### src/rtl/bnn_sched_pkg.sv
// Shared definitions for the binary-neural-network layer scheduler:
// FSM encoding, default geometry and the accumulator width.
package bnn_sched_pkg;

  typedef enum logic [2:0] {
    ST_IDLE  = 3'd0,
    ST_START = 3'd1,
    ST_FETCH = 3'd2,
    ST_DRAIN = 3'd3,
    ST_WAIT  = 3'd4,
    ST_EMIT  = 3'd5,
    ST_FIN   = 3'd6
  } sched_state_t;

  localparam int DEF_N_BITS = 256;
  localparam int DEF_WORD_W = 32;
  localparam int ACC_W      = 32;

  // Address width for a given depth; a single-entry space still needs one bit.
  function automatic int addr_w(input int depth);
    return (depth > 1) ? $clog2(depth) : 1;
  endfunction

endpackage

### src/rtl/bnn_word_fetch.sv
// Word fetch for one dot product: k counter, activation/weight address
// generation and the one-cycle valid/last pipe matching the memory latency.
module bnn_word_fetch
  import bnn_sched_pkg::*;
#(
  parameter int WORD_W  = DEF_WORD_W,
  parameter int N_WORDS = DEF_N_BITS / DEF_WORD_W,
  parameter int AA_W    = 3,
  parameter int WA_W    = 7
) (
  input  logic              clk,
  input  logic              rst,
  input  logic              load,
  input  logic              issue,
  input  logic [WA_W-1:0]   base,
  input  logic [WORD_W-1:0] act_rdata,
  input  logic [WORD_W-1:0] wgt_rdata,
  output logic [AA_W-1:0]   act_addr,
  output logic [WA_W-1:0]   wgt_addr,
  output logic              k_last,
  output logic              dot_word_valid,
  output logic              dot_last_word,
  output logic [WORD_W-1:0] dot_a_word,
  output logic [WORD_W-1:0] dot_w_word
);

  localparam logic [AA_W-1:0] K_LAST = AA_W'(N_WORDS - 1);

  logic [AA_W-1:0] k_r;
  logic [WA_W-1:0] wgt_addr_r;
  logic            valid_r;
  logic            last_r;
  logic            k_last_s;

  assign k_last_s = issue && (k_r == K_LAST);

  // Address counters plus the issue-to-data alignment pipe.
  always_ff @(posedge clk or posedge rst) begin
    if (rst) begin
      k_r        <= '0;
      wgt_addr_r <= '0;
      valid_r    <= 1'b0;
      last_r     <= 1'b0;
    end else begin
      valid_r <= issue;
      last_r  <= k_last_s;
      if (load) begin
        k_r        <= '0;
        wgt_addr_r <= base;
      end else if (issue) begin
        if (k_last_s) begin
          k_r        <= '0;
          wgt_addr_r <= wgt_addr_r;
        end else begin
          k_r        <= k_r + AA_W'(1);
          wgt_addr_r <= wgt_addr_r + WA_W'(1);
        end
      end else begin
        k_r        <= k_r;
        wgt_addr_r <= wgt_addr_r;
      end
    end
  end

  assign act_addr       = k_r;
  assign wgt_addr       = wgt_addr_r;
  assign k_last         = k_last_s;
  assign dot_word_valid = valid_r;
  assign dot_last_word  = last_r;
  // Read data arrives one cycle after issue, exactly when valid_r is high.
  assign dot_a_word     = valid_r ? act_rdata : '0;
  assign dot_w_word     = valid_r ? wgt_rdata : '0;

endmodule

### src/rtl/bnn_layer_sched.sv
// Layer scheduler: sequences N_OUT dot products through an external engine,
// binarizes each result against a threshold and hands them out one by one.
module bnn_layer_sched
  import bnn_sched_pkg::*;
#(
  parameter int N_BITS  = DEF_N_BITS,
  parameter int WORD_W  = DEF_WORD_W,
  parameter int N_WORDS = N_BITS / WORD_W,
  parameter int N_OUT   = 16,
  parameter int TIMEOUT = 64,
  localparam int AA_W   = addr_w(N_WORDS),
  localparam int WA_W   = addr_w(N_OUT * N_WORDS),
  localparam int IDX_W  = addr_w(N_OUT)
) (
  input  logic                    clk,
  input  logic                    rst,
  input  logic                    cmd_start,
  input  logic signed [ACC_W-1:0] cmd_thr,
  output logic                    busy,
  output logic                    done,
  output logic                    err,
  output logic [AA_W-1:0]         act_addr,
  input  logic [WORD_W-1:0]       act_rdata,
  output logic [WA_W-1:0]         wgt_addr,
  input  logic [WORD_W-1:0]       wgt_rdata,
  output logic                    dot_start,
  output logic                    dot_word_valid,
  output logic                    dot_last_word,
  output logic [WORD_W-1:0]       dot_a_word,
  output logic [WORD_W-1:0]       dot_w_word,
  input  logic                    dot_done,
  input  logic signed [ACC_W-1:0] dot_acc,
  output logic                    out_valid,
  input  logic                    out_ready,
  output logic [IDX_W-1:0]        out_idx,
  output logic                    out_bit,
  output logic [N_OUT-1:0]        out_vec
);

  localparam int TMO_W = addr_w(TIMEOUT);
  localparam logic [TMO_W-1:0] TMO_LAST = TMO_W'(TIMEOUT - 1);
  localparam logic [IDX_W-1:0] N_LAST   = IDX_W'(N_OUT - 1);

  sched_state_t             state_r, state_nx_s;
  logic [IDX_W-1:0]         n_r, n_nx_s;
  logic signed [ACC_W-1:0]  thr_r, thr_nx_s;
  logic                     err_r, err_nx_s;
  logic                     bit_r, bit_nx_s;
  logic [N_OUT-1:0]         vec_r, vec_nx_s;
  logic [TMO_W-1:0]         tmo_r, tmo_nx_s;
  logic                     busy_r, done_r, dot_start_r, out_valid_r;
  logic                     k_last_s;
  logic [WA_W-1:0]          wgt_base_s;

  assign wgt_base_s = WA_W'(n_r) * WA_W'(N_WORDS);

  bnn_word_fetch #(
    .WORD_W (WORD_W),
    .N_WORDS(N_WORDS),
    .AA_W   (AA_W),
    .WA_W   (WA_W)
  ) u_fetch (
    .clk           (clk),
    .rst           (rst),
    .load          (state_r == ST_START),
    .issue         (state_r == ST_FETCH),
    .base          (wgt_base_s),
    .act_rdata     (act_rdata),
    .wgt_rdata     (wgt_rdata),
    .act_addr      (act_addr),
    .wgt_addr      (wgt_addr),
    .k_last        (k_last_s),
    .dot_word_valid(dot_word_valid),
    .dot_last_word (dot_last_word),
    .dot_a_word    (dot_a_word),
    .dot_w_word    (dot_w_word)
  );

  // Next-state and next-data decode for the layer sequence.
  always_comb begin
    state_nx_s = state_r;
    n_nx_s     = n_r;
    thr_nx_s   = thr_r;
    err_nx_s   = err_r;
    bit_nx_s   = bit_r;
    vec_nx_s   = vec_r;
    tmo_nx_s   = tmo_r;
    case (state_r)
      ST_IDLE: begin
        if (cmd_start) begin
          state_nx_s = ST_START;
          n_nx_s     = '0;
          thr_nx_s   = cmd_thr;
          err_nx_s   = 1'b0;
          bit_nx_s   = 1'b0;
          vec_nx_s   = '0;
        end else begin
          state_nx_s = ST_IDLE;
        end
      end
      ST_START: state_nx_s = ST_FETCH;
      ST_FETCH: begin
        if (k_last_s) begin
          state_nx_s = ST_DRAIN;
        end else begin
          state_nx_s = ST_FETCH;
        end
      end
      ST_DRAIN: begin
        state_nx_s = ST_WAIT;
        tmo_nx_s   = '0;
      end
      ST_WAIT: begin
        if (dot_done) begin
          bit_nx_s   = (dot_acc >= thr_r);
          state_nx_s = ST_EMIT;
        end else if (tmo_r == TMO_LAST) begin
          err_nx_s   = 1'b1;
          bit_nx_s   = 1'b0;
          state_nx_s = ST_EMIT;
        end else begin
          tmo_nx_s   = tmo_r + TMO_W'(1);
        end
      end
      ST_EMIT: begin
        if (out_ready) begin
          vec_nx_s[n_r] = bit_r;
          if (n_r == N_LAST) begin
            state_nx_s = ST_FIN;
          end else begin
            n_nx_s     = n_r + IDX_W'(1);
            state_nx_s = ST_START;
          end
        end else begin
          state_nx_s = ST_EMIT;
        end
      end
      ST_FIN:  state_nx_s = ST_IDLE;
      default: state_nx_s = ST_IDLE;
    endcase
  end

  // State, datapath registers and registered control outputs.
  always_ff @(posedge clk or posedge rst) begin
    if (rst) begin
      state_r     <= ST_IDLE;
      n_r         <= '0;
      thr_r       <= '0;
      err_r       <= 1'b0;
      bit_r       <= 1'b0;
      vec_r       <= '0;
      tmo_r       <= '0;
      busy_r      <= 1'b0;
      done_r      <= 1'b0;
      dot_start_r <= 1'b0;
      out_valid_r <= 1'b0;
    end else begin
      state_r     <= state_nx_s;
      n_r         <= n_nx_s;
      thr_r       <= thr_nx_s;
      err_r       <= err_nx_s;
      bit_r       <= bit_nx_s;
      vec_r       <= vec_nx_s;
      tmo_r       <= tmo_nx_s;
      busy_r      <= state_nx_s inside {ST_START, ST_FETCH, ST_DRAIN, ST_WAIT, ST_EMIT};
      done_r      <= (state_nx_s == ST_FIN);
      dot_start_r <= (state_nx_s == ST_START);
      out_valid_r <= (state_nx_s == ST_EMIT);
    end
  end

  assign busy      = busy_r;
  assign done      = done_r;
  assign err       = err_r;
  assign dot_start = dot_start_r;
  assign out_valid = out_valid_r;
  assign out_idx   = n_r;
  assign out_bit   = bit_r;
  assign out_vec   = vec_r;

endmodule

### config.mk
export PLATFORM = sky130hd
export DESIGN_NAME = bnn_layer_sched
export DESIGN_NICKNAME = d
export VERILOG_FILES = /design/src/rtl/bnn_sched_pkg.sv /design/src/rtl/bnn_word_fetch.sv /design/src/rtl/bnn_layer_sched.sv
export SDC_FILE = /design/constraint.sdc
export NUM_CORES = 1
export LEC_CHECK = 0
export BUFFER_PORTS_ARGS = -buffer_cell sky130_fd_sc_hd__buf_2
export CAP_MARGIN = 20
export CORE_ASPECT_RATIO = 1.1
export CORE_MARGIN = 10
export CORE_UTILIZATION = 45
export CTS_CLUSTER_SIZE = 28
export DETAILED_ROUTE_END_ITERATION = 7
export PLACE_DENSITY = 0.79
export SETUP_SLACK_MARGIN = 0.2
export SLEW_MARGIN = 20
export SYNTH_ARGS = -nofsm -noshare
export SYNTH_HDL_FRONTEND = slang
export SYNTH_SLANG_ARGS = --single-unit
export TNS_END_PERCENT = 30
### constraint.sdc
create_clock -name clk -period 3.4 [get_ports clk]
set_input_delay 0.51 -clock clk [delete_from_list [all_inputs] [get_ports clk]]
set_output_delay 0.51 -clock clk [all_outputs]
set_load 0.05 [all_outputs]
==> metrics <==
initial DRC count=245; die width=117 um; Synth Warn #=0; portion of netlist area occupied by mux cells=1.12%; Routed WL per cell=16.6 um; ys async rst share=100%; most frequent cells in the layout=buf_2, nand2_1, dfrtp_1; Synth Flop Type=dfrtp_1; Die Area=14900 um^2; r2r setup slk=1.14 ns; Worst path top cell family by delay=flip-flops; Clock Root Buffer=clkbuf_16; Clk Latency, worst-skew pair=0.33 ns; Post-Synth Simple-Gate Area=24.6%; # fillers=897; max_slew headroom=45.5%; DP Area=5950 um^2; hpwl dp=12400 um; Worst Setup Path Type=flip-flop to flip-flop; sequential share of the synthesized area=42.1%; global route total overflow=0; Post-Place Cells=889; layout cells sized above 1=34.0%; average size of a mapped cell=8.71 um^2; fmax=442 MHz; Syn Nets=712; commonest non-fill, non-tap cell in the layout=buf_2; Initial Util=45.6%; Hold Crit Class=input port to async pin; Top cell by count, worst path=o21ai_1; crit path max fanout=68; Critical Path RT=3.59 ns; vias per cell=5.01; gpl congestion=0.828; Post-Synth Adder-Cell Area=10.7%; Pre-antenna DRT Iters=4; post-route insts no fill=905; final critical-path share of the clock period=66.5%; worst vdd ir=0.000375 V; Mapped Area=4700 um^2; max-cap violation count=0; status=completed; stages on the worst setup path=5; Boundary Pins=235; XOR/XNOR share of the synthesized area=2.24%; synth unique cells=47; H-tree depth=3; post-route cell area=6280 um^2; Hold Vio Cnt, Final=0; Vias=4537; Worst Path Buf+Inv=1; global-route wire length before repair=24300 um; Setup Viol. Count Final=0; vias in the first global route=4686; core area=10300 um^2; CTS sink count=79; Slowest-stage cell, CP=dfrtp_1; Post-CTS Setup Bufs=0; Final min period=2.26 ns; critical path, cell by cell=nor4b_4 > buf_4 > a21oi_2 > o21ai_1 > o21ai_1; Power Density=813 nW/um^2; Die Span Y=127 um; register clock-pin slew on the reported worst setup and hold paths=0.06 ns; Final Slew Violations=0; Compound-Gate Fraction of Synth Area=13.5%; Layout Nets=930; row count=39; post_cts resized=0; GRT Util Overall=19.5%; Critical Path End Type=flip-flop; hold buffers post-CTS=0; Syn Inst Count=539; RSZ-0062 raised after global routing=no; Clock Tree Buf Depth=2; ANT nets after route=0; CP Data Arrival Time=2.45 ns; Synth Register Bits=79; Pleak=0.00350 uW; R2R cell count=5; TritonCTS clock tree=built; Setup Skew=0.0114 ns; Routed WL=15000 um; fin util=61.0%; number of synthesized flops with an enable pin=0; DRC=0; Reg area=1980 um^2; Num CTS Buffers=9; IO buf count=234; initial antenna violation count=0; ANT cells=0; Worst Setup Start Kind=flip-flop; DP Worst Slack=1.14 ns; setup total negative slack=0 ns; area growth from synthesis to layout=33.8%; area occupied by multi-input gates=2450 um^2; Slew @ Worst Pin=0.816 ns; largest net degree at the start of global routing=69; PnR worst setup slack=1.14 ns; max incr delay on CP=0.59 ns; largest family of logic cells by synthesized area=simple AND/OR/NAND/NOR gates
[where the power goes]
| part | internal [uW] | switching, uW | leakage [uW] | total, uW |
|---|---|---|---|---|
| clock network | 671 | 387 | 0.000161 | 1060 |
| logic | 787 | 1840 | 0.00231 | 2630 |
| registers | 1210 | 207 | 0.00103 | 1420 |
[metal layers]
layer	track usage [%]	wire [um]
met5	0	0
met4	3.76	37
met3	5.37	1200
met1	24.0	6310
met2	33.7	7450
[layout make-up]
type	count	area share, %
Timing Repair Buffer	238	19.3
Clock buffer	11	3.86
Sequential cell	79	31.5
Clock inverter	5	1.37
Multi-Input combinational cell	392	38.9
Tap cell	143	2.85
Inverter	37	2.21
[through the flow]
stage / total power (uW) / hold slack, ns
after floorplan: 3440 / 0.462
after global placement: 3980 / 0.459
after detailed placement: 4080 / 0.466
after CTS: 5150 / 0.360
after global routing: 5470 / 0.373
final: 5110 / 0.337
[registers in the layout (all words and copies together), names as in the netlist]
name	cells
out_idx	4
err	1
state_r	3
out_vec	16
thr_r	32
u_fetch.act_addr	3
u_fetch.dot_last_word	1
out_valid	1
out_bit	1
dot_start	1
done	1
busy	1
u_fetch.wgt_addr	7
tmo_r	6
u_fetch.dot_word_valid	1
[cells in the mapped netlist, types with 2 or more instances]
cell	n	area, um^2
a211oi_1	2	15.0
a21o_1	2	15.0
a21oi_1	31	155
a221oi_1	2	17.5
a22o_1	4	35.0
a31oi_1	5	31.3
and2_1	67	419
and3_1	2	12.5
and4_1	3	26.3
buf_2	9	45.0
buf_4	2	15.0
clkbuf_1	19	71.3
dfrtp_1	79	1980
ha_1	40	500
inv_1	37	139
mux2i_1	3	30.0
nand2_1	85	319
nand2b_1	4	25.0
nand3_1	7	35.0
nand3b_1	2	15.0
nand4_1	10	62.6
nor2_1	21	78.8
nor2b_1	4	25.0
nor3_1	4	20.0
nor3b_1	2	15.0
nor4_1	3	18.8
o21ai_0	5	25.0
o21ai_1	54	270
o21bai_1	2	15.0
o22ai_1	2	12.5
xnor2_1	3	26.3
xor2_1	9	78.8
[worst paths after layout]
kind                                        start                          endpoint
min reg2reg                out_vec[8]$_DFFE_PP0P_            out_vec[8]$_DFFE_PP0P_
min                                           rst             thr_r[23]$_DFFE_PP0P_
max reg2reg                  state_r[2]$_DFF_PP0_           out_vec[15]$_DFFE_PP0P_
max                          state_r[2]$_DFF_PP0_           out_vec[15]$_DFFE_PP0P_
min in group clk                      cmd_thr[11]             thr_r[11]$_DFFE_PP0P_
max in group asynchronous                     rst  u_fetch.dot_word_valid$_DFF_PP0_
[kinds of logic after synthesis]
kind of cell	after synthesis
and+or+nand+nor	221
adders and majority gates	40
xor gates and xnor gates	12
buffers and inverters	68
muxes	5
AOI/OAI and AO/OA	114
DFF	79
(Power assumes the default switching activity.)
